[config.mk]
export PLATFORM = sky130hd
export DESIGN_NAME = adc_capture_ctrl
export DESIGN_NICKNAME = d
export VERILOG_FILES = /design/src/rtl/adc_capture_ctrl.sv
export SDC_FILE = /design/constraint.sdc
export NUM_CORES = 1
export LEC_CHECK = 0
export BUFFER_PORTS_ARGS = -buffer_cell sky130_fd_sc_hd__buf_4
export CAP_MARGIN = 20
export CORE_MARGIN = 2
export CORE_UTILIZATION = 40
export DETAILED_ROUTE_END_ITERATION = 8
export PLACE_DENSITY_LB_ADDON = 0.12
export SETUP_SLACK_MARGIN = 0.4
export SYNTH_ARGS = -nofsm -noshare
export SYNTH_HDL_FRONTEND = slang
export SYNTH_SLANG_ARGS = --single-unit
[constraint.sdc]
create_clock -name clk_i -period 4.01 [get_ports clk_i]
set_clock_uncertainty 0.1 [all_clocks]
set_input_delay 0.6015 -clock clk_i [delete_from_list [all_inputs] [get_ports clk_i]]
set_output_delay 0.6015 -clock clk_i [all_outputs]
set_load 0.01 [all_outputs]
[src/rtl/adc_capture_ctrl.sv]
// ADC acquisition sequencer: clock-enable sample divider, start/done handshake,
// level/forced trigger and DEPTH-sample post-trigger write into the sample RAM.
module adc_capture_ctrl #(
    parameter  int DATA_W = 12,
    parameter  int DIV_W  = 16,
    parameter  int DEPTH  = 1024,
    localparam int ADDR_W = $clog2(DEPTH)
) (
    input  logic              clk_i,
    input  logic              rst_i,
    input  logic              arm_i,
    input  logic              abort_i,
    input  logic              force_trig_i,
    input  logic              trig_rising_i,
    input  logic [DATA_W-1:0] trig_level_i,
    input  logic [DIV_W-1:0]  div_cfg_i,
    output logic              adc_start_o,
    input  logic              adc_done_i,
    input  logic [DATA_W-1:0] adc_data_i,
    output logic              wr_en_o,
    output logic [ADDR_W-1:0] wr_addr_o,
    output logic [DATA_W-1:0] wr_data_o,
    output logic              busy_o,
    output logic              done_o,
    output logic              overrun_o
);

    typedef enum logic [1:0] {S_IDLE, S_WAIT, S_CAP, S_DONE} state_t;

    state_t              state_q, state_d;
    logic [DIV_W-1:0]    div_q, div_d, cnt_q, cnt_d;
    logic                pending_q, pending_d;
    logic                overrun_q, overrun_d;
    logic [DATA_W-1:0]   prev_q, prev_d;
    logic                prev_vld_q, prev_vld_d;
    logic                wr_en_q, wr_en_d;
    logic [ADDR_W-1:0]   wr_addr_q, wr_addr_d;
    logic [DATA_W-1:0]   wr_data_q, wr_data_d;

    logic                active, tick, done_acc, arm_ok, lvl_hit, trig, wr, last, start;
    logic [ADDR_W-1:0]   waddr;

    assign active   = (state_q == S_WAIT) || (state_q == S_CAP);
    assign tick     = active && (cnt_q == div_q - DIV_W'(1));
    assign done_acc = active && adc_done_i;
    assign arm_ok   = arm_i && !abort_i && ((state_q == S_IDLE) || (state_q == S_DONE));
    assign lvl_hit  = trig_rising_i ? (prev_q <  trig_level_i && adc_data_i >= trig_level_i)
                                    : (prev_q >= trig_level_i && adc_data_i <  trig_level_i);
    assign trig     = (state_q == S_WAIT) && done_acc && (force_trig_i || (prev_vld_q && lvl_hit));
    assign wr       = !abort_i && (trig || ((state_q == S_CAP) && done_acc));
    assign waddr    = (state_q == S_CAP) ? wr_addr_q + ADDR_W'(1) : '0;
    assign last     = (waddr == ADDR_W'(DEPTH - 1));
    // A done arriving with the tick frees the ADC for the new request in the same cycle.
    assign start    = tick && !abort_i && (!pending_q || adc_done_i);

    always_ff @(posedge clk_i or posedge rst_i) begin
        if (rst_i) state_q <= S_IDLE;
        else       state_q <= state_d;
    end

    always_comb begin
        state_d = state_q;
        if (abort_i) begin
            state_d = S_IDLE;
        end else begin
            case (state_q)
                S_IDLE:  if (arm_i) state_d = S_WAIT;
                S_WAIT:  if (trig) state_d = last ? S_DONE : S_CAP;
                S_CAP:   if (wr && last) state_d = S_DONE;
                S_DONE:  if (arm_i) state_d = S_WAIT;
                default: state_d = S_IDLE;
            endcase
        end
    end

    always_comb begin
        busy_o      = active;
        done_o      = (state_q == S_DONE);
        adc_start_o = start;
        wr_en_o     = wr_en_q;
        wr_addr_o   = wr_addr_q;
        wr_data_o   = wr_data_q;
        overrun_o   = overrun_q;
    end

    always_comb begin
        div_d      = div_q;
        cnt_d      = cnt_q;
        pending_d  = pending_q;
        overrun_d  = overrun_q;
        prev_d     = prev_q;
        prev_vld_d = prev_vld_q;
        wr_en_d    = wr;
        wr_addr_d  = wr_addr_q;
        wr_data_d  = wr_data_q;
        if (wr) begin
            wr_addr_d = waddr;
            wr_data_d = adc_data_i;
        end
        // Pending is dropped on arm/abort so a conversion lost across IDLE can't stall the next run.
        if (arm_ok) begin
            div_d      = (div_cfg_i == '0) ? DIV_W'(1) : div_cfg_i;
            cnt_d      = '0;
            pending_d  = 1'b0;
            overrun_d  = 1'b0;
            prev_vld_d = 1'b0;
            wr_addr_d  = '0;
        end else if (abort_i) begin
            pending_d = 1'b0;
        end else if (active) begin
            cnt_d = tick ? '0 : cnt_q + DIV_W'(1);
            if (start)           pending_d = 1'b1;
            else if (adc_done_i) pending_d = 1'b0;
            if (tick && pending_q && !adc_done_i) overrun_d = 1'b1;
            if (state_q == S_WAIT && adc_done_i) begin
                prev_d     = adc_data_i;
                prev_vld_d = 1'b1;
            end
        end
    end

    always_ff @(posedge clk_i or posedge rst_i) begin
        if (rst_i) begin
            div_q      <= '0;
            cnt_q      <= '0;
            pending_q  <= 1'b0;
            overrun_q  <= 1'b0;
            prev_q     <= '0;
            prev_vld_q <= 1'b0;
            wr_en_q    <= 1'b0;
            wr_addr_q  <= '0;
            wr_data_q  <= '0;
        end else begin
            div_q      <= div_d;
            cnt_q      <= cnt_d;
            pending_q  <= pending_d;
            overrun_q  <= overrun_d;
            prev_q     <= prev_d;
            prev_vld_q <= prev_vld_d;
            wr_en_q    <= wr_en_d;
            wr_addr_q  <= wr_addr_d;
            wr_data_q  <= wr_data_d;
        end
    end

endmodule

==> summary.md <==
| Metric | Value |
|---|---|
| Total cell area at the placement stage | 0.00530 mm² |
| Layout cells sized above 1 | 0.239 |
| Internal portion of total power | 2050 µW |
| Stage delay of the slowest cell on the critical path | 480 ps |
| Sequential element share of the synthesized area | 0.393 |
| Std-Cell Rows | 39 |
| CP Launch Type | flop |
| Total number of clock tree sinks | 72 |
| Reported leakage power | 0.00266 µW |
| Commonest register cell after synthesis | sky130_fd_sc_hd__dfrtp_1 |
| Length of the first detailed-routing pass in iterations | 4 |
| Cells after Synth | 505 |
| Worst hold-check path type | primary input to asynchronous set/reset pin |
| Maximum Capacitance Violations | 0 |
| Initial core utilization | 0.405 |
| Number of hold buffers added after CTS | 0 |
| DIE AREA | 0.0123 mm² |
| Total nets after synthesis | 582 |
| Antenna viol nets, final | 0 |
| Commonest cells after routing, fill and taps aside | 87 x sky130_fd_sc_hd__buf_4, 72 x sky130_fd_sc_hd__nand2_1, 72 x sky130_fd_sc_hd__dfrtp_1 |
| Maximum resistive drop on vdd | 0.363 mV |
| Clock tree from TritonCTS | yes |
| Worst R2R Setup Slack | 690 ps |
| Reg-to-reg critical path endpoint | cnt_q[12] |
| Detail-routed via count per cell | 5.49 |
| CTS Root Buffer Type | sky130_fd_sc_hd__clkbuf_16 |
| GRT Total Usage | 0.193 |
| Post-placement cell count | 708 |
| Setup CP Type | flop to output port |
| Bufs and invs on worst path | 2 |
| Hold Violations, Final | 0 |
| Count of routing violations after the opening detailed-route iteration | 229 |
| YS warnings | 0 |
| Final period utilization | 0.946 |
| Antenna cell count | 0 |
| Number of cells on the worst reg-to-reg path | 13 |
| Number of pins exceeding their max-slew limit in the final report | 0 |
| WP data arrival | 3090 ps |
| Result of the run | finished clean |
| R2R Path Start | div_q[0] |
| Overflow after GRT | 0 |
| Tightest Pin Transition | 901 ps |
| Relative slew slack | 0.399 |
| Netlist Area Pre-Place | 0.00459 mm² |
| PortBufs | 73 |
| Overall die height | 111 µm |
| Final critical delay including setup and external delays | 3790 ps |
| Number of global-route vias before repair | 4070 |
| Family with the most delay on the worst path | simple AND/OR/NAND/NOR gates |
| Reg power frac | 0.368 |
| Net load switching power | 1230 µW |
| Final Setup Violations | 0 |
| Final design instance area without fill | 0.00564 mm² |
| Maximum number of pins on one net before global-route repair | 28 |
| Detailed-placement wirelength estimate | 8360 µm |
| Count of non-filler cells in the finished layout | 729 |
| Final total negative setup slack | 0 ps |
| Post-CTS clock slew at the launch and capture registers of the worst setup and hold paths | 60 ps |
| Number of flops mapped to enable cells by yosys | 0 |
| Cell chain of the critical path | inv_2 -> ha_4 -> or4b_4 -> or4b_1 -> and3_4 -> o31ai_4 -> nand4_2 -> or3_4 -> nor3b_2 -> buf_4 |
| Layout Nets | 659 |
| Async set-or-reset flop fraction in the synthesized netlist | 1.00 |
| Gpl congestion | 0.843 |
| Cell with the largest stage delay on the worst path | sky130_fd_sc_hd__or4b_4 |
| Horizontal extent of the die | 111 µm |
| Fraction of power consumed by the clock network | 0.228 |
| Critical Path RT | 3310 ps |
| F_max | 264 MHz |
| Number of antenna violations at the first check in global routing | 0 |
| Distinct cells, synth | 60 |
| Area overhead of the layout relative to synthesis | 23.0% |
| Most common cell after layout, fill and taps aside | sky130_fd_sc_hd__buf_4 |
| Syn avg cell area | 9.09 µm² |
| Final core area utilization | 0.498 |
| Worst Setup End Kind | output port |
| Placeable core region | 0.0113 mm² |
| TritonCTS buffer count | 9 |
| Synthesized flop and latch total | 72 |
| Total Routed Length | 11300 µm |
| CP max FO | 3 |
| RSZ-0062 raised after global routing | true |
| Via count of the routed design | 4004 |
| Worst skew pair latency | 340 ps |
| Power per cell area | 582 mW/mm² |
| Avg WL per Cell | 15.5 µm |
| H-tree depth reported by CTS | 3 |
| Share of total power in combinational logic | 0.404 |
| I/O pin total | 74 |
| First-pass GRT wire length | 19500 µm |
| # DRC | 0 |
| Share of total power consumed by net switching | 0.375 |
| Buffer depth of the longest clock path | 2 |
| Final hold slack | 215 ps |
-- worst max path at each step --
stage | startpoint | endpoint | slack (ps) | cells after the start
final | div_q[0] | adc_start_o | 220 | 10
after global routing | div_q[0] | adc_start_o | 110 | 10
after detailed placement | div_q[0] | adc_start_o | 270 | 10
after CTS | div_q[1] | adc_start_o | 170 | 10
after floorplan | div_q[0] | adc_start_o | 490 | 9
after global placement | div_q[0] | adc_start_o | 310 | 10
-- cell families (layout without fill, tap and decap cells) --
logic type                 after synthesis  count (layout)  synth area share
AOI/OAI and AO/OA                      107             107             0.152
xor gates and xnor gates                23              23            0.0439
adders and majority gates               30              30            0.0818
buffers and inverters                   45             126            0.0384
DFF                                     72              72             0.393
muxes                                   23              23            0.0564
and+or+nand+nor                        205             205             0.234
-- power groups by stage --
stage / registers (µW) / clock network (µW) / logic (µW)
4_1_cts: 1200 / 765 / 1330
3_3_place_gp: 1200 / 0 / 1240
2_1_floorplan: 1160 / 0 / 907
5_1_grt: 1250 / 795 / 1500
6_report: 1210 / 748 / 1330
3_5_place_dp: 1210 / 0 / 1270
-- state kept, by name, summed over array words and instances, names as in the netlist --
register and cells:
wr_data_o 12, prev_q 12, cnt_q 16, div_q 16, prev_vld_q 1, wr_en_o 1, state_q 2, overrun_o 1
pending_q 1, wr_addr_o 10
-- area by class of cell --
cell class	instances	area [µm²]
tap	143	179
multi-input combinational	388	2650
inverter	24	90.1
fill	1077	5680
sequential	72	1800
timing repair buffer	87	653
clock buffer	15	268
-- metrics by stage --
step / power, µW / setup slack (ps)
2_1_floorplan: 2060 / 487
3_3_place_gp: 2450 / 312
3_5_place_dp: 2480 / 268
4_1_cts: 3300 / 166
5_1_grt: 3540 / 113
6_report: 3280 / 216
-- cells in the mapped netlist, types with 3 or more instances --
cell type | instances | area, µm²
sky130_fd_sc_hd__dfrtp_1 | 72 | 1800
sky130_fd_sc_hd__nand2_1 | 72 | 270
sky130_fd_sc_hd__ha_1 | 30 | 375
sky130_fd_sc_hd__o21ai_0 | 29 | 145
sky130_fd_sc_hd__nor2_1 | 26 | 97.6
sky130_fd_sc_hd__a21oi_1 | 23 | 115
sky130_fd_sc_hd__inv_1 | 23 | 86.3
sky130_fd_sc_hd__mux2_2 | 23 | 259
sky130_fd_sc_hd__nand3_1 | 19 | 95.1
sky130_fd_sc_hd__clkbuf_1 | 16 | 60.1
sky130_fd_sc_hd__and3_1 | 14 | 87.6
sky130_fd_sc_hd__a21o_1 | 13 | 97.6
sky130_fd_sc_hd__xnor2_1 | 13 | 114
sky130_fd_sc_hd__nor3b_1 | 12 | 90.1
sky130_fd_sc_hd__nand4_1 | 10 | 62.6
sky130_fd_sc_hd__nor4_1 | 10 | 62.6
sky130_fd_sc_hd__xor2_1 | 10 | 87.6
sky130_fd_sc_hd__nor3_1 | 9 | 45.0
sky130_fd_sc_hd__a31oi_1 | 7 | 43.8
sky130_fd_sc_hd__o21ai_1 | 6 | 30.0
sky130_fd_sc_hd__or4_1 | 5 | 37.5
sky130_fd_sc_hd__nand2b_1 | 4 | 25.0
sky130_fd_sc_hd__o211ai_1 | 4 | 30.0
sky130_fd_sc_hd__or3_1 | 4 | 25.0
sky130_fd_sc_hd__a311oi_1 | 3 | 26.3
sky130_fd_sc_hd__and2_1 | 3 | 18.8
sky130_fd_sc_hd__buf_2 | 3 | 15.0
sky130_fd_sc_hd__o22ai_1 | 3 | 18.8
-- timing repair --
item	CTS	global route
gates resized for setup	7	1
endpoints found under the setup margin	1	1
buffers inserted	5	1
pin swaps	6	3
cloned	0	0
-- worst reg2reg max path: stages, from the launching register on --
cell                      delay [ps]
sky130_fd_sc_hd__dfrtp_1         390
sky130_fd_sc_hd__inv_2            80
sky130_fd_sc_hd__ha_4            120
sky130_fd_sc_hd__or4b_4          480
sky130_fd_sc_hd__or4b_1          470
sky130_fd_sc_hd__and3_4          190
sky130_fd_sc_hd__o31ai_4         190
sky130_fd_sc_hd__nand4_2         140
sky130_fd_sc_hd__buf_4           150
sky130_fd_sc_hd__buf_4           130
sky130_fd_sc_hd__o31ai_4         160
sky130_fd_sc_hd__buf_4           280
sky130_fd_sc_hd__o21ai_0         130
sky130_fd_sc_hd__a21o_1          210
-- metal layers --
metal  wire length, µm  vias up  share of wire  track usage
met5                 0        -              0            0
met4               233        0          0.021       0.0724
met3               301       20          0.027       0.0355
met2              5410       60           0.48        0.321
met1              5370     1939           0.47        0.250
li1                  -     1985              -            -
Power figures use the tool's default switching activity.
